===== config.mk =====
export PLATFORM = sky130hd
export DESIGN_NAME = clock_period_meter
export DESIGN_NICKNAME = d
export VERILOG_FILES = /design/src/rtl/dsp_ctrl_pkg.sv /design/src/rtl/sync_edge_detect.sv /design/src/rtl/clock_period_meter.sv
export SDC_FILE = /design/constraint.sdc
export NUM_CORES = 1
export LEC_CHECK = 0
export ABC_AREA = 0
export BUFFER_PORTS_ARGS = -buffer_cell sky130_fd_sc_hd__buf_2
export CAP_MARGIN = 40
export CORE_MARGIN = 2
export CORE_UTILIZATION = 55
export DETAILED_ROUTE_END_ITERATION = 10
export PLACE_DENSITY = 0.75
export SYNTH_ARGS = -nofsm -noshare
export SYNTH_HDL_FRONTEND = slang
export SYNTH_SLANG_ARGS = --single-unit

===== constraint.sdc =====
create_clock -name clk_in -period 3.9 [get_ports clk_in]
set_clock_uncertainty 0.05 [all_clocks]
set_input_delay 0.195 -clock clk_in [delete_from_list [all_inputs] [get_ports clk_in]]
set_output_delay 0.195 -clock clk_in [all_outputs]
set_load 0.02 [all_outputs]

===== src/rtl/dsp_ctrl_pkg.sv =====
// Shared definitions for the clock period meter and related control blocks.
//   state_t : measurement FSM state, 1-bit encoding
//   dbg_t   : debug snapshot of the meter's internal state
//   DEFAULT_WIDTH : default counter/result width
//   LOCK_CNT_W    : width of the consecutive-match counter (LOCK_COUNT <= 15)
package dsp_ctrl_pkg;

   localparam int DEFAULT_WIDTH = 32;
   localparam int LOCK_CNT_W    = 4;

   typedef enum logic {
      ST_IDLE    = 1'b0,
      ST_MEASURE = 1'b1
   } state_t;

   typedef struct packed {
      state_t                 state;
      logic                   level;      // synchronized sig_in level
      logic                   have_prev;  // a reference measurement exists
      logic [LOCK_CNT_W-1:0]  match_cnt;
   } dbg_t;

endpackage


===== src/rtl/sync_edge_detect.sv =====
// Synchronizes an asynchronous input into the clk_in domain and flags every
// transition (rising or falling) as a one-cycle pulse.
//   clk_in   : clock, rising edge
//   rst      : synchronous active-high reset, clears the chain to 0
//   async_in : asynchronous input
//   edge_out : high for one cycle after each transition of the synced level
//              ("edge" itself is a reserved word)
//   level    : synchronized level (last synchronizer stage)
module sync_edge_detect #(
   parameter int SYNC_STAGES = 2
) (
   input  logic clk_in,
   input  logic rst,
   input  logic async_in,
   output logic edge_out,
   output logic level
);

   logic [SYNC_STAGES-1:0] r_sync;
   logic                   r_dly;

   always_ff @(posedge clk_in) begin
      if (rst) begin
         r_sync <= '0;
         r_dly  <= 1'b0;
      end else begin
         r_sync <= {r_sync[SYNC_STAGES-2:0], async_in};
         r_dly  <= r_sync[SYNC_STAGES-1];
      end
   end

   // Edge = last sync stage differs from its one-cycle-delayed copy.
   assign edge_out = r_sync[SYNC_STAGES-1] ^ r_dly;
   assign level    = r_sync[SYNC_STAGES-1];

endmodule


===== src/rtl/clock_period_meter.sv =====
// Measures the half-period of a toggling signal in clk_in cycles and reports
// it in divisor units (edges D+1 cycles apart report D), so the result can be
// fed straight back into a clock divider's divisor input.
//   clk_in      : system clock, rising edge
//   rst         : synchronous active-high reset
//   sig_in      : signal to measure, asynchronous to clk_in
//   divisor_out : last measured half-period, held between measurements
//   meas_valid  : one-cycle strobe when divisor_out updates; there is no
//                 back-pressure, a consumer must take the value on the strobe
//   locked      : LOCK_COUNT consecutive measurements within TOLERANCE
//   timeout     : no edge for MAX_COUNT cycles; sticky until next edge/reset
//   dbg         : FSM state and lock bookkeeping for observation
module clock_period_meter
   import dsp_ctrl_pkg::*;
#(
   parameter int               WIDTH       = DEFAULT_WIDTH,
   parameter int               SYNC_STAGES = 2,
   parameter logic [WIDTH-1:0] MAX_COUNT   = WIDTH'(32'hFFFF_FFFE),
   parameter int               LOCK_COUNT  = 4,
   parameter int               TOLERANCE   = 1
) (
   input  logic             clk_in,
   input  logic             rst,
   input  logic             sig_in,
   output logic [WIDTH-1:0] divisor_out,
   output logic             meas_valid,
   output logic             locked,
   output logic             timeout,
   output dbg_t             dbg
);

   localparam logic [LOCK_CNT_W-1:0] LP_LOCK    = LOCK_CNT_W'(LOCK_COUNT);
   localparam logic [LOCK_CNT_W-1:0] LP_LOCK_M1 = LOCK_CNT_W'(LOCK_COUNT - 1);
   localparam logic [WIDTH:0]        LP_TOL     = (WIDTH+1)'(TOLERANCE);

   logic w_edge;
   logic w_level;

   sync_edge_detect #(
      .SYNC_STAGES (SYNC_STAGES)
   ) u_sync (
      .clk_in   (clk_in),
      .rst      (rst),
      .async_in (sig_in),
      .edge_out (w_edge),
      .level    (w_level)
   );

   state_t                r_state,     w_state_next;
   logic [WIDTH-1:0]      r_cnt,       w_cnt_next;
   logic [WIDTH-1:0]      r_div,       w_div_next;
   logic [WIDTH-1:0]      r_prev,      w_prev_next;
   logic                  r_meas,      w_meas_next;
   logic                  r_locked,    w_locked_next;
   logic                  r_timeout,   w_timeout_next;
   logic                  r_have_prev, w_have_prev_next;
   logic [LOCK_CNT_W-1:0] r_match,     w_match_next;

   // Difference taken one bit wider than the operands so that a smaller
   // current count cannot wrap into a huge positive value.
   logic [WIDTH:0] w_diff_raw;
   logic [WIDTH:0] w_diff_abs;
   logic           w_match;

   assign w_diff_raw = {1'b0, r_cnt} - {1'b0, r_prev};
   assign w_diff_abs = w_diff_raw[WIDTH] ? ((~w_diff_raw) + (WIDTH+1)'(1))
                                         : w_diff_raw;
   assign w_match    = (w_diff_abs <= LP_TOL);

   always_ff @(posedge clk_in) begin
      if (rst) begin
         r_state     <= ST_IDLE;
         r_cnt       <= '0;
         r_div       <= '0;
         r_prev      <= '0;
         r_meas      <= 1'b0;
         r_locked    <= 1'b0;
         r_timeout   <= 1'b0;
         r_have_prev <= 1'b0;
         r_match     <= '0;
      end else begin
         r_state     <= w_state_next;
         r_cnt       <= w_cnt_next;
         r_div       <= w_div_next;
         r_prev      <= w_prev_next;
         r_meas      <= w_meas_next;
         r_locked    <= w_locked_next;
         r_timeout   <= w_timeout_next;
         r_have_prev <= w_have_prev_next;
         r_match     <= w_match_next;
      end
   end

   always_comb begin
      w_state_next     = r_state;
      w_div_next       = r_div;
      w_prev_next      = r_prev;
      w_meas_next      = 1'b0;
      w_locked_next    = r_locked;
      w_timeout_next   = r_timeout;
      w_have_prev_next = r_have_prev;
      w_match_next     = r_match;

      // Interval counter: restarts on every edge, saturates otherwise.
      if (w_edge) begin
         w_cnt_next = '0;
      end else if (r_cnt >= MAX_COUNT) begin
         w_cnt_next = MAX_COUNT;
      end else begin
         w_cnt_next = r_cnt + WIDTH'(1);
      end

      case (r_state)
         ST_IDLE: begin
            // First edge only starts timing: the interval before it is partial.
            if (w_edge) begin
               w_state_next     = ST_MEASURE;
               w_timeout_next   = 1'b0;
               w_have_prev_next = 1'b0;
            end
         end

         ST_MEASURE: begin
            // An edge in the same cycle the counter saturates takes priority.
            if (w_edge) begin
               w_div_next       = r_cnt;
               w_meas_next      = 1'b1;
               w_prev_next      = r_cnt;
               w_have_prev_next = 1'b1;
               if (r_have_prev) begin
                  if (w_match) begin
                     if (r_match < LP_LOCK) begin
                        w_match_next = r_match + LOCK_CNT_W'(1);
                     end
                     // LOCK_COUNT-1 earlier matches plus this one.
                     if (r_match >= LP_LOCK_M1) begin
                        w_locked_next = 1'b1;
                     end
                  end else begin
                     w_match_next  = '0;
                     w_locked_next = 1'b0;
                  end
               end
            end else if (r_cnt == MAX_COUNT) begin
               w_timeout_next   = 1'b1;
               w_locked_next    = 1'b0;
               w_match_next     = '0;
               w_have_prev_next = 1'b0;
               w_state_next     = ST_IDLE;
            end
         end

         default: begin
            w_state_next = ST_IDLE;
         end
      endcase
   end

   assign divisor_out   = r_div;
   assign meas_valid    = r_meas;
   assign locked        = r_locked;
   assign timeout       = r_timeout;

   assign dbg.state     = r_state;
   assign dbg.level     = w_level;
   assign dbg.have_prev = r_have_prev;
   assign dbg.match_cnt = r_match;

endmodule


After elaboration in Yosys (flattened, before gate mapping). Cells that the tools add are included.

Output and inout bits: 42. Word-level logic and storage cells: 61. Bits in registers: 76.

Order comparisons: 4. Muxes and demuxes: 22. Reductions and logical operators: 9. Equal/unequal tests: 8. $add $sub $neg: 4. Bitwise operators: 3.

Operators by type and width (number): $add A33 B1 Y33 const B (1); $le A33 B1 Y1 const B (1); $mux W33 (1); $not A33 Y33 (1); $sub A32 B32 Y33 (1); $add A32 B1 Y32 const B (1); $eq A32 B32 Y1 const B (1); $ge A32 B32 Y1 const B (1); $mux W32 (1); $mux W4 (5); $mux W1 (12); $reduce_and A4 Y1 (2); $ne A3 B3 Y1 const B (2); $pmux W1 S2 (3); $add A4 B1 Y4 const B (1); $ge A4 B2 Y1 const B (1); $lt A4 B3 Y1 const B (1); $ne A2 B1 Y1 const B (2); $ne A2 B2 Y1 const B (2); $reduce_and A2 Y1 (2); $reduce_or A2 Y1 (2); $ne A3 B1 Y1 const B (1); $reduce_and A3 Y1 (1); $reduce_or A3 Y1 (1); other kinds (3) (3).

Longest topological paths before layout. Gate-level depths: netlist (run 1).

Word-level depth: 8. Gate-level depth with buffers: 18. Gate-level depth less buffers: 16.

Cells and area by module. Synthesis (run 1) repeated with hierarchy kept, for this count alone.

Cell total of the unflattened synthesis: 896. Area, all modules: 6562.5 um^2.

By module, submodules not included: clock_period_meter (instances 1, sequential area each 1461.4 um^2, area an instance 6475.0 um^2, cells each 889); sync_edge_detect (instances 1, sequential area each 60.1 um^2, area an instance 87.6 um^2, cells each 7).

Worst setup path after synthesis (run 1). Ideal clock, no wire load.

Path type: register to register. Start point: register r_cnt[0]. End point: register r_match[0]. Required time: 3.763 ns. Arrival time: 4.210 ns. Buffers on the path: 0. Path slack: -0.447 ns. Stages on the path, launching flop included: 17. Cell sequence: dfxtp_1 > inv_1 > ha_1 > fa_1 > nand2b_1 > a21o_1 > a211oi_1 > o21ai_0 > a222oi_1 > nand3b_1 > xnor2_1 > o22a_1 > a2111oi_1 > o2111ai_1 > nor4_4 > nand2_2 > o31ai_1.

Longest elaborated chain between the ends: 8. Elaborated cells on any way between the ends: 12.

RTL lines: start, declared (RTL line clock_period_meter.sv:50) `logic [WIDTH-1:0] r_cnt, w_cnt_next;`; start signal, assigned (RTL line clock_period_meter.sv:83) `r_cnt <= w_cnt_next;`; $sub A32 B32 Y33 (RTL line clock_period_meter.sv:65) `assign w_diff_raw = {1'b0, r_cnt} - {1'b0, r_prev};`; $not A33 Y33 (RTL line clock_period_meter.sv:66) `assign w_diff_abs = w_diff_raw[WIDTH] ? ((~w_diff_raw) + (WIDTH+1)'(1))`; $add A33 B1 Y33 (RTL line clock_period_meter.sv:66); $mux W33 (RTL line clock_period_meter.sv:66); $le A33 B1 Y1 (RTL line clock_period_meter.sv:68) `assign w_match = (w_diff_abs <= LP_TOL);`; $mux W4 (RTL line clock_period_meter.sv:131) `if (w_match) begin`; $mux W4 (RTL line clock_period_meter.sv:130) `if (r_have_prev) begin`; $mux W4 (RTL line clock_period_meter.sv:125) `if (w_edge) begin`; end signal, assigned (RTL line clock_period_meter.sv:90) `r_match <= w_match_next;`; end, declared (RTL line clock_period_meter.sv:57) `logic [LOCK_CNT_W-1:0] r_match, w_match_next;`.

Parallel ways exist; a longest one is shown, timed or not. The select of a mux whose other input is x is not followed. A chain may end at the register's enable or synchronous reset.

Worst setup path in the final report (run 1).
Start point: register r_prev[8]. End point: register r_match[0].

Longest elaborated chain between the ends: 8. Elaborated cells on any way between the ends: 10.

RTL lines: start, declared (RTL line clock_period_meter.sv:52) `logic [WIDTH-1:0] r_prev, w_prev_next;`; start signal, assigned (RTL line clock_period_meter.sv:85) `r_prev <= w_prev_next;`; $sub A32 B32 Y33 (*) (RTL line clock_period_meter.sv:65); $not A33 Y33 (RTL line clock_period_meter.sv:66); $add A33 B1 Y33 (RTL line clock_period_meter.sv:66); $mux W33 (*) (RTL line clock_period_meter.sv:66); $le A33 B1 Y1 (*) (RTL line clock_period_meter.sv:68); $mux W4 (RTL line clock_period_meter.sv:131); $mux W4 (RTL line clock_period_meter.sv:130); $mux W4 (RTL line clock_period_meter.sv:125).

Mark *: on every way between the ends. The rest lies on a longest branch, timed or not. The select of a mux whose other input is x is not followed.

==> metrics.md, run 1 <==
| Metric | Value |
|---|---|
| R2R depth | `18` |
| Syn Std Cell Area | `6650 um^2` |
| Failing checks | `setup timing` |
| Yosys warns | `0` |
| Final hold violation count | `0` |
| DRC | `0` |
| RSZ-0062 raised after global routing | `yes` |
| Slowest cell on the critical path | `or4_4` |
| Hold_buf cts | `0` |
| Largest net degree at the start of global routing | `40` |
| CTS tree | `done` |
| Placer Congestion | `0.959` |
| Worst path bufs/invs | `4` |
| Nets | `1185` |
| Antenna-violating nets left | `0` |
| Starting Density | `0.559` |
| Slew headroom | `0.554` |
| PortBufs | `44` |
| N_diodes | `0` |
| Final Max Slew Viols | `0` |
| GRT met1 Usage | `0.486` |
| Worst hold margin | `0.00356 ns` |
| Placed instance area | `8730 um^2` |
| Total Routing Usage GR | `0.366` |
| Non-filler cells, final | `1295` |
| Synthesized Nets | `921` |
| CP max FO | `7` |
| Die height | `114 um` |
| Register area share after synthesis | `0.229` |
| Hpwl dp | `17500 um` |
| 1st-iter DRT viols | `1064` |
| Die area | `13000 um^2` |
| Worst reg2reg path startpoint | `r_prev[8]` |
| Max cap viols | `0` |
| GR Util met2 | `0.604` |
| Wire per inst | `20.2 um` |
| Most frequent CP cell | `buf_4` |
| Critical path's largest stage delay | `0.51 ns` |
| Clock root buffer | `clkbuf_16` |
| Crit Reg-Reg Endpoint | `r_match[0]` |
| Dpl cells | `1258` |
| Pwr dens | `275 nW/um^2` |
| Min Tclk post-route | `4.22 ns` |
| Die width | `114 um` |
| Share of async-settable or async-resettable flops after synthesis | `0` |
| I/O Pins | `45` |
| CTS Sinks | `76` |
| Antenna violations before repair | `0` |
| Worst skew pair latency | `0.35 ns` |
| Area Overhead vs Synth | `45.7%` |
| Core Area | `11900 um^2` |
| Area taken by multi-input logic gates | `5330 um^2` |
| Fin util | `0.814` |
| Critical path class | `flip-flop to flip-flop` |
| Routed Wire Length | `26200 um` |
| Count of standard-cell rows | `40` |
| H-tree depth | `3` |
| Period utilization | `1.08` |
| Filler cells | `751` |
| Pleak | `0.00429 uW` |
| Vias/cell | `6.40` |
| Arrival time at the worst endpoint | `4.42 ns` |
| Sequential Area | `1540 um^2` |
| Setup WS post-layout | `-0.315 ns` |
| Max VDD drop | `0.238 mV` |
| Worst setup EP type | `flip-flop` |
| Worst Path Required | `4.11 ns` |
| Num CTS Buffers | `9` |
| CTS max path bufs | `2` |
| Commonest non-fill, non-tap cell in the layout | `buf_4` |
| TritonRoute pass-1 iters | `6` |
| Met3 GRT Util | `0.0595` |
| DR vias | `8288` |
| Status | `finished, violations left` |
| Reg2reg setup slack | `-0.32 ns` |
| Syn avg cell area | `7.57 um^2` |
| Gr busiest metal | `met2` |
| Prevailing post-synth register cell | `dfxtp_1` |
| Vias in the first global route | `7767` |
| Cell area after layout | `9700 um^2` |
| Number of synthesized flops with an enable pin | `0` |
| Yosys reg bits | `76` |
| Hold WC Path Type | `input pin to flip-flop` |
| Crit path from | `r_prev[8]` |
| Worst-Margin Slew | `0.667 ns` |
| Critical Path Stages | `18` |
| Layout cells sized above 1 | `0.384` |
| Most frequent cells in the layout | `buf_4 (247), nor2_1 (99), nand2_1 (73), a21oi_1 (68), dfxtp_1 (62)` |
| Dpl ws | `-0.364 ns` |
| Peak Freq | `237 MHz` |
| Global route overflow | `0` |
| Post-Synthesis Cells | `879` |
| First-pass GRT wire length | `38100 um` |
| CP Launch Type | `flip-flop` |
| CP top delay family | `compound AO/OA/AOI/OAI gates` |
| Clock Pin Slew Worst Setup and Hold Paths | `0.06 ns` |
| Critical-path cell list | `inv_1 > ha_1 > buf_4 > nand2_1 > o21ai_2 > nor2b_2 > or4_4 > a22oi_2 > nand4_1 > o31a_1 > o22a_1 > a2111oi_4 > buf_4 > o2111ai_2 > nor4_4 > buf_4 > a31oi_1 > o31ai_1` |
| Distinct cells, synth | `89` |
| Setup-failing EPs final | `5` |
| Worst Setup EP | `r_match[0]` |
-- layer usage --
layer,share of wire,up-vias
li1,-,3778
met1,0.41,3916
met2,0.46,500
met3,0.083,94
met4,0.043,0
met5,0,-
-- flip-flops by register name, summed over array words and instances, names as in the netlist --
name	flops
r_cnt	32
r_prev	32
r_match	4
u_sync.r_sync	2
locked	1
meas_valid	1
r_have_prev	1
r_state	1
timeout	1
u_sync.r_dly	1
-- cell type report --
class | count | share of cell area
Sequential cell | 76 | 0.159
Multi-Input combinational cell | 722 | 0.550
Clock buffer | 11 | 0.0262
Inverter | 38 | 0.0147
Clock inverter | 5 | 0.00916
Timing Repair Buffer | 296 | 0.222
Tap cell | 147 | 0.0190
-- per-stage QoR --
stage	setup TNS [ns]	power (uW)
after floorplan	-0.0657	1240
after global placement	-1.26	1530
after detailed placement	-1.51	1540
after CTS	-0.580	2560
after global routing	-1.91	2750
final	-1.23	2670
-- cell usage after synthesis, types with 11 or more instances --
master | n | area share
a21oi_1 | 78 | 0.059
a31oi_1 | 13 | 0.012
and2_1 | 15 | 0.014
buf_2 | 11 | 0.0083
clkbuf_1 | 24 | 0.014
dfxtp_1 | 76 | 0.23
ha_1 | 38 | 0.071
inv_1 | 38 | 0.021
mux2i_1 | 37 | 0.056
nand2_1 | 74 | 0.042
nand3_1 | 27 | 0.020
nand4_1 | 25 | 0.024
nor2_1 | 100 | 0.056
nor2b_1 | 11 | 0.010
nor3_1 | 18 | 0.014
nor4_1 | 16 | 0.015
o21a_1 | 11 | 0.012
o21ai_0 | 35 | 0.026
or3_1 | 14 | 0.013
xnor2_1 | 23 | 0.030
xor2_1 | 26 | 0.034
-- what timing repair did --
action / CTS / global route
pin swaps: 17 / 33
endpoints found under the setup margin: 5 / 5
cloned: 0 / 0
resized for setup: 39 / 57
setup buffers: 13 / 9
-- report_power, final --
| group | internal (uW) | total, uW | switching, uW | leakage [uW] |
|---|---|---|---|---|
| clock network | 608 | 969 | 362 | 0.000167 |
| logic | 451 | 913 | 462 | 0.00350 |
| registers | 781 | 787 | 5.96 | 0.000620 |
| total | 1840 | 2670 | 830 | 0.00429 |
-- worst min path at each step --
stage,from,to,slack (ns),cells past startpoint
floorplan,sig_in,u_sync.r_sync[0],0.27,1
global placement,sig_in,u_sync.r_sync[0],0.37,2
detailed placement,sig_in,u_sync.r_sync[0],0.36,2
CTS,sig_in,u_sync.r_sync[0],0.01,2
global route,sig_in,u_sync.r_sync[0],0.01,2
finish,sig_in,u_sync.r_sync[0],0.004,2
-- cell families after synthesis --
logic type | synth area share
AND/OR/NAND/NOR | 0.275
AO/OA/AOI/OAI | 0.246
buffers and inverters | 0.0511
flip-flops | 0.229
XOR/XNOR | 0.0694
adder cells (fa/ha/maj) | 0.0745
multiplexers | 0.0557
(Power assumes the default switching activity.)
==> run 2: changes to the inputs <==
--- a/config.mk
+++ b/config.mk
@@ -9,9 +9,10 @@
 export BUFFER_PORTS_ARGS = -buffer_cell sky130_fd_sc_hd__buf_2
 export CAP_MARGIN = 40
 export CORE_MARGIN = 2
-export CORE_UTILIZATION = 55
+export CORE_UTILIZATION = 38
 export DETAILED_ROUTE_END_ITERATION = 10
-export PLACE_DENSITY = 0.75
+export PLACE_DENSITY = 0.55
+export SETUP_SLACK_MARGIN = 0.05
 export SYNTH_ARGS = -nofsm -noshare
 export SYNTH_HDL_FRONTEND = slang
 export SYNTH_SLANG_ARGS = --single-unit
==> metrics.md, run 2 (synthesis gave the netlist of run 1 again) <==
| Metric | Value |
|---|---|
| Global route overflow | `0 (unchanged)` |
| Hold WC Path Type | `input pin to flip-flop` |
| Commonest non-fill, non-tap cell in the layout | `buf_4` |
| TritonRoute pass-1 iters | `5 (-1)` |
| Hpwl dp | `18000 um (+3.0%)` |
| Most frequent cells in the layout | `buf_4 (261), nor2_1 (98), nand2_1 (73), a21oi_1 (71), dfxtp_1 (63)` |
| Die area | `18600 um^2 (+43%)` |
| Vias in the first global route | `7005 (-9.8%)` |
| Worst setup EP type | `flip-flop` |
| Sw Ratio | `0.312 (+0.00137)` |
| Final Max Slew Viols | `0 (unchanged)` |
| Nets | `1197 (+1.0%)` |
| Worst reg2reg path startpoint | `r_prev[4]` |
| Status | `finished, violations left` |
| CTS Sinks | `76 (unchanged)` |
| Die width | `136 um (+20%)` |
| Crit path from | `r_prev[4]` |
| Wire per inst | `16.5 um (-19%)` |
| Routed Wire Length | `22800 um (-13%)` |
| Pleak | `0.00430 uW (+0.24%)` |
| 1st-iter DRT viols | `482 (-55%)` |
| Biggest regs | `r_cnt (32), r_prev (32), r_match (4)` |
| Placer Congestion | `0.938 (-2.2%)` |
| Fin Setup TNS | `-0.772 ns (+0.460 ns)` |
| Die height | `136 um (+20%)` |
| Clock power share | `0.362 (about the same)` |
| Antenna violations before repair | `1 (+1)` |
| PortBufs | `44 (unchanged)` |
| Final hold violation count | `0 (unchanged)` |
| Dpl ws | `-0.415 ns (-0.0509 ns)` |
| CTS tree | `done` |
| Num CTS Buffers | `9 (unchanged)` |
| CP max FO | `5 (-2)` |
| Peak Freq | `244 MHz (+2.9%)` |
| Count of standard-cell rows | `48 (+20%)` |
| Starting Density | `0.386 (-0.173)` |
| Reg2reg setup slack | `-0.20 ns (+0.12 ns)` |
| Switching power | `817 uW (-1.5%)` |
| Core Area | `17200 um^2 (+45%)` |
| Total Routing Usage GR | `0.244 (-0.122)` |
| Largest net degree at the start of global routing | `42 (+5.0%)` |
| Worst Path Required | `4.12 ns (about the same)` |
| Critical path class | `flip-flop to flip-flop` |
| CTS max path bufs | `2 (unchanged)` |
| Seq pwr share | `0.300 (+0.005)` |
| Arrival time at the worst endpoint | `4.32 ns (-0.10 ns)` |
| Failing checks | `setup timing` |
| Worst-Margin Slew | `0.565 ns (-0.102 ns)` |
| Setup WS post-layout | `-0.197 ns (+0.118 ns)` |
| Worst skew pair latency | `0.36 ns (about the same)` |
| Setup-failing EPs final | `5 (unchanged)` |
| CP Launch Type | `flip-flop` |
| Vias/cell | `5.50 (-14%)` |
| P_int | `1800 uW (-2.1%)` |
| Area Overhead vs Synth | `47.1%` |
| Gate power share | `0.338 (-0.004)` |
| Layout cells sized above 1 | `0.381 (-0.00311)` |
| R2R depth | `19 (+1)` |
| Pwr dens | `267 nW/um^2 (-2.8%)` |
| Worst hold path depth | `2 (unchanged)` |
| Crit Reg-Reg Endpoint | `r_match[0]` |
| First-pass GRT wire length | `35800 um (-6.0%)` |
| I/O Pins | `45 (unchanged)` |
| N_diodes | `0 (unchanged)` |
| DRC | `0 (unchanged)` |
| Clock Pin Slew Worst Setup and Hold Paths | `0.07 ns (about the same)` |
| DR vias | `7616 (-8.1%)` |
| Slew headroom | `0.619 (+0.0654)` |
| H-tree depth | `3 (unchanged)` |
| Min Tclk post-route | `4.10 ns (-0.118 ns)` |
| Max cap viols | `0 (unchanged)` |
| Max VDD drop | `0.203 mV (-15%)` |
| Period utilization | `1.05 (-0.0304)` |
| Clock root buffer | `clkbuf_16` |
| Worst Setup EP | `r_match[0]` |
| RSZ-0062 raised after global routing | `yes` |
| Antenna-violating nets left | `0 (unchanged)` |
| Hold_buf cts | `0 (unchanged)` |
-- run 2: cell types whose count changed in the layout (fill, tap and decap cells not counted), moves of 3 or more --
cell,change
o21ai_2,-3
a21oi_1,+3
buf_4,+14
ha_4,-4
o21ai_0,+5
a21oi_2,-4
ha_1,+3
-- run 2: power by group through the flow --
| stage | logic, uW | clock network (uW) | registers (uW) |
|---|---|---|---|
| floorplan | 432 | 0 | 803 |
| global placement | 741 | 0 | 802 |
| detailed placement | 734 | 0 | 802 |
| CTS | 795 | 959 | 785 |
| global route | 945 | 990 | 786 |
| finish | 885 | 946 | 786 |
-- run 2: repair_timing --
| action | 4_1_cts | 5_1_grt |
|---|---|---|
| setup endpoints to repair | 5 | 5 |
| cloned | 0 | 0 |
| buffers inserted | 13 | 13 |
| pin swaps | 24 | 34 |
| resized for setup | 32 | 49 |
-- run 2: layer usage --
layer,vias to the layer above,GRT usage,routed length (um)
li1,3795,-,-
met4,2,0.0816,590
met1,3581,0.349,11100
met5,-,0,13
met3,43,0.0391,992
met2,195,0.372,10100
-- run 2: area by class of cell --
type / count / area [um^2]
fill: 1620 / 7450
sequential: 76 / 1540
timing repair buffer: 308 / 2220
multi-input combinational: 722 / 5270
clock buffer: 10 / 239
tap: 225 / 282
inverter: 38 / 143
clock inverter: 6 / 92.6
-- run 2: worst max-delay path, stage by stage, from the launching register on --
cell and delay [ns]:
dfxtp_4 0.34, inv_2 0.04, ha_4 0.23, a21o_4 0.22, a21oi_4 0.17, buf_6 0.12, buf_4 0.11, a211oi_4 0.07
or3_4 0.37, buf_4 0.14, a22oi_2 0.21, nand2_1 0.13, or3_4 0.44, mux2i_4 0.20, a2111oi_4 0.33, o2111ai_2 0.19
nor4_4 0.34, buf_4 0.18, a31oi_1 0.07, o31ai_1 0.07
-- run 2: worst min-delay path by stage --
stage / from / end / slack [ns]
detailed placement: sig_in / u_sync.r_sync[0] / 0.37
global route: sig_in / u_sync.r_sync[0] / 0.02
global placement: sig_in / u_sync.r_sync[0] / 0.37
floorplan: sig_in / u_sync.r_sync[0] / 0.27
finish: sig_in / u_sync.r_sync[0] / 0.001
CTS: sig_in / u_sync.r_sync[0] / 0.005
-- run 2: stage by stage --
stage	hold WS, ns	utilization	instances	area, um^2	power (uW)
5_1_grt	0.0220	0.568	1385	9790	2720
2_1_floorplan	0.273	-	879	6770	1240
3_5_place_dp	0.366	0.515	1344	8880	1540
3_3_place_gp	0.375	0.514	1343	8860	1540
4_1_cts	0.00489	0.549	1373	9470	2540
6_report	0.00148	0.568	1385	9790	2620
==> run 3: changes to the inputs <==
--- a/config.mk
+++ b/config.mk
@@ -15,4 +15,5 @@
 export SETUP_SLACK_MARGIN = 0.05
 export SYNTH_ARGS = -nofsm -noshare
 export SYNTH_HDL_FRONTEND = slang
+export SYNTH_HIERARCHICAL = 1
 export SYNTH_SLANG_ARGS = --single-unit
==> metrics.md, run 3 <==
| Metric | Value |
|---|---|
| Status | `finished, violations left` |
| Failing checks | `setup timing` |
| Synthesized Nets | `936 (+1.6%)` |
| Total Routing Usage GR | `0.235 (-0.00890)` |
| Post-synth top area cell | `dfxtp_1` |
| Compound-Gate Fraction of Synth Area | `0.283 (+0.0370)` |
| Critical-path cell list | `inv_2 > ha_4 > fa_2 > nand2b_4 > a21boi_4 > o21ai_4 > a2111oi_2 > or4_4 > o211ai_1 > or2_1 > o31a_1 > o41a_1 > or3_4 > nor4_4 > and2_4 > a32o_1` |
| Antenna violations before repair | `0 (-1)` |
| Wire per inst | `15.1 um (-8.4%)` |
| Max cap viols | `0 (unchanged)` |
| Largest family of logic cells by synthesized area | `simple AND/OR/NAND/NOR gates` |
| Seq pwr share | `0.315 (+0.015)` |
| Mux cell area share after synthesis | `0.00782 (-0.0478)` |
| Biggest regs | `r_cnt (32), r_prev (32), r_match (4)` |
| Post-Synthesis Cells | `896 (+1.9%)` |
| Arrival time at the worst endpoint | `4.33 ns (about the same)` |
| Vias in the first global route | `7136 (+1.9%)` |
| P_int | `1700 uW (-5.4%)` |
| Slew headroom | `0.519 (-0.0995)` |
| Hold WC Path Type | `input pin to flip-flop` |
| Prevailing post-synth register cell | `dfxtp_1` |
| Fin Setup TNS | `-0.807 ns (-0.0348 ns)` |
| PortBufs | `44 (unchanged)` |
| Peak Freq | `245 MHz (+0.32%)` |
| Global route overflow | `0 (unchanged)` |
| Layout cells sized above 1 | `0.384 (+0.00319)` |
| Period utilization | `1.05 (-0.00338)` |
| Yosys reg bits | `76 (unchanged)` |
| Clock Pin Slew Worst Setup and Hold Paths | `0.07 ns (about the same)` |
| Routed Wire Length | `21000 um (-8.0%)` |
| Critical path's largest stage delay | `0.39 ns (-0.05 ns)` |
| I/O Pins | `45 (unchanged)` |
| Pleak | `0.00431 uW (+0.35%)` |
| Worst hold margin | `0.331 ns (+0.329 ns)` |
| Max VDD drop | `0.204 mV (+0.56%)` |
| Hpwl dp | `16400 um (-9.1%)` |
| Setup-failing EPs final | `5 (unchanged)` |
| Distinct cells, synth | `90 (+1.1%)` |
| Fin util | `0.564 (-0.00384)` |
| Switching power | `782 uW (-4.3%)` |
| Pwr dens | `257 nW/um^2 (-3.7%)` |
| DR vias | `7427 (-2.5%)` |
| Die height | `135 um (-0.67%)` |
| Num CTS Buffers | `9 (unchanged)` |
| Largest net degree at the start of global routing | `41 (-2.4%)` |
| Register area share after synthesis | `0.232 (+0.00318)` |
| Share of async-settable or async-resettable flops after synthesis | `0 (unchanged)` |
| Sw Ratio | `0.315 (+0.00237)` |
| Synth area leaders | `dfxtp_1 (23%), a21oi_1 (8.1%), nand2_1 (7.6%), ha_1 (6.9%), nor2_1 (3.3%)` |
| CTS tree | `done` |
| Post-synth top cells | `nand2_1 (132), a21oi_1 (106), dfxtp_1 (76)` |
| Design Power | `2490 uW (-5.0%)` |
| Count of standard-cell rows | `48 (unchanged)` |
| Clock root buffer | `clkbuf_16` |
| Slowest cell on the critical path | `or3_4` |
| Dpl cells | `1355 (+0.82%)` |
| Core Area | `17100 um^2 (-0.70%)` |
| Commonest non-fill, non-tap cell in the layout | `buf_4` |
| 1st-iter DRT viols | `384 (-20%)` |
| Area Overhead vs Synth | `47.1% (about the same)` |
| Placer Congestion | `0.904 (-3.6%)` |
| Syn Std Cell Area | `6560 um^2 (-1.4%)` |
| TritonRoute pass-1 iters | `5 (unchanged)` |
| CTS Sinks | `76 (unchanged)` |
| Syn avg cell area | `7.32 um^2 (-3.2%)` |
| Antenna-violating nets left | `0 (unchanged)` |
| Most numerous cell in the Yosys netlist | `nand2_1` |
| Simple-gate share of the synthesized area | `0.292 (+0.0172)` |
| Nets | `1201 (+0.33%)` |
| Filler cells | `1628 (+0.49%)` |
| RSZ-0062 raised after global routing | `yes` |
| Vias/cell | `5.34 (-2.9%)` |
| CP max FO | `5 (unchanged)` |
| DRC | `0 (unchanged)` |
| Worst skew pair latency | `0.35 ns (about the same)` |
| Final Max Slew Viols | `0 (unchanged)` |
| Die area | `18300 um^2 (-1.3%)` |
| H-tree depth | `3 (unchanged)` |
| Worst setup EP type | `flip-flop` |
| Critical path class | `flip-flop to flip-flop` |
| Worst-Margin Slew | `0.721 ns (+0.155 ns)` |
| Final hold violation count | `0 (unchanged)` |
| Gate power share | `0.337 (about the same)` |
| Worst Path Required | `4.15 ns (+0.03 ns)` |
| First-pass GRT wire length | `34900 um (-2.6%)` |
| Most frequent cells in the layout | `buf_4 (255), nand2_1 (131), a21oi_1 (93), dfxtp_1 (54), nor2_1 (53)` |
| Post-Synth XOR/XNOR Area | `0.0561 (-0.0133)` |
| Yosys warns | `6 (+6)` |
| CP Launch Type | `flip-flop` |
| Clock power share | `0.348 (-0.014)` |
| CTS max path bufs | `2 (unchanged)` |
| N_diodes | `0 (unchanged)` |
| Die width | `135 um (-0.67%)` |
| Setup WS post-layout | `-0.184 ns (+0.0132 ns)` |
| Starting Density | `0.383 (-0.00263)` |
| Yosys top cell area share | `0.232 (+0.00318)` |
| Min Tclk post-route | `4.08 ns (-0.0132 ns)` |
| Number of synthesized flops with an enable pin | `0 (unchanged)` |
| Non-filler cells, final | `1391 (+0.43%)` |
| Adder-Cell Fraction of Synth Area | `0.0717 (-0.00278)` |
run 3: stage by stage:
stage,setup slack [ns],area [um^2]
floorplan,-0.102,6780
finish,-0.184,9650
detailed placement,-0.401,8840
global placement,-0.324,8840
global route,-0.400,9650
CTS,-0.119,9500
run 3: layout make-up:
| type | instances | area (um^2) | area share |
|---|---|---|---|
| flip-flops and latches | 76 | 1560 | 0.162 |
| clock inverters | 7 | 73.8 | 0.00765 |
| clock buffers | 9 | 225 | 0.0233 |
| repair buffers | 300 | 2140 | 0.222 |
| inverters | 44 | 165 | 0.0171 |
| well taps | 225 | 282 | 0.0292 |
| multi-input cells | 730 | 5200 | 0.539 |
run 3: path summary, 6_finish.rpt:
kind	startpoint	end	slack, ns	cells after the start
setup / recovery	r_cnt[0]	r_match[2]	-0.18	16
hold / removal	rst	u_sync/r_dly	0.33	3
setup reg to reg	r_cnt[0]	r_match[2]	-0.18	16
hold reg to reg	u_sync/r_sync[0]	u_sync/r_sync[1]	0.42	1
run 3: cell families (layout without fill, tap and decap cells):
family | Yosys count | count (layout)
xor+xnor | 42 | 42
compound gates | 272 | 272
mux | 5 | 5
buf+inv | 90 | 360
fa+ha+maj | 37 | 37
simple gates | 374 | 374
flops | 76 | 76
run 3: timing repair:
item	CTS	global route
gates resized for setup	49	23
endpoints found under the hold margin	1	0
pin swaps	17	10
hold buffers	1	0
buffers inserted	15	4
setup endpoints to repair	5	5
run 3: worst max-delay path: cells and delay by family (launching register included):
kind | cells | cell delay (ns)
AO/OA/AOI/OAI | 7 | 1.58
buffers and inverters | 1 | 0.05
adder cells (fa/ha/maj) | 2 | 0.49
flip-flops | 1 | 0.34
AND/OR/NAND/NOR | 6 | 1.51
run 3: routing by layer:
layer	vias up	routed length [um]	part of all wire	track usage
met4	0	357	0.017	0.0648
met5	-	0	0	0
li1	3813	-	-	-
met2	140	9300	0.44	0.376
met1	3451	10600	0.51	0.330
met3	23	662	0.032	0.0359
run 3: power by group through the flow:
stage | clock network, uW | registers, uW | logic, uW
after global placement | 0 | 799 | 735
after detailed placement | 0 | 799 | 736
after CTS | 886 | 782 | 809
after floorplan | 0 | 802 | 444
after global routing | 907 | 782 | 913
final | 866 | 782 | 838
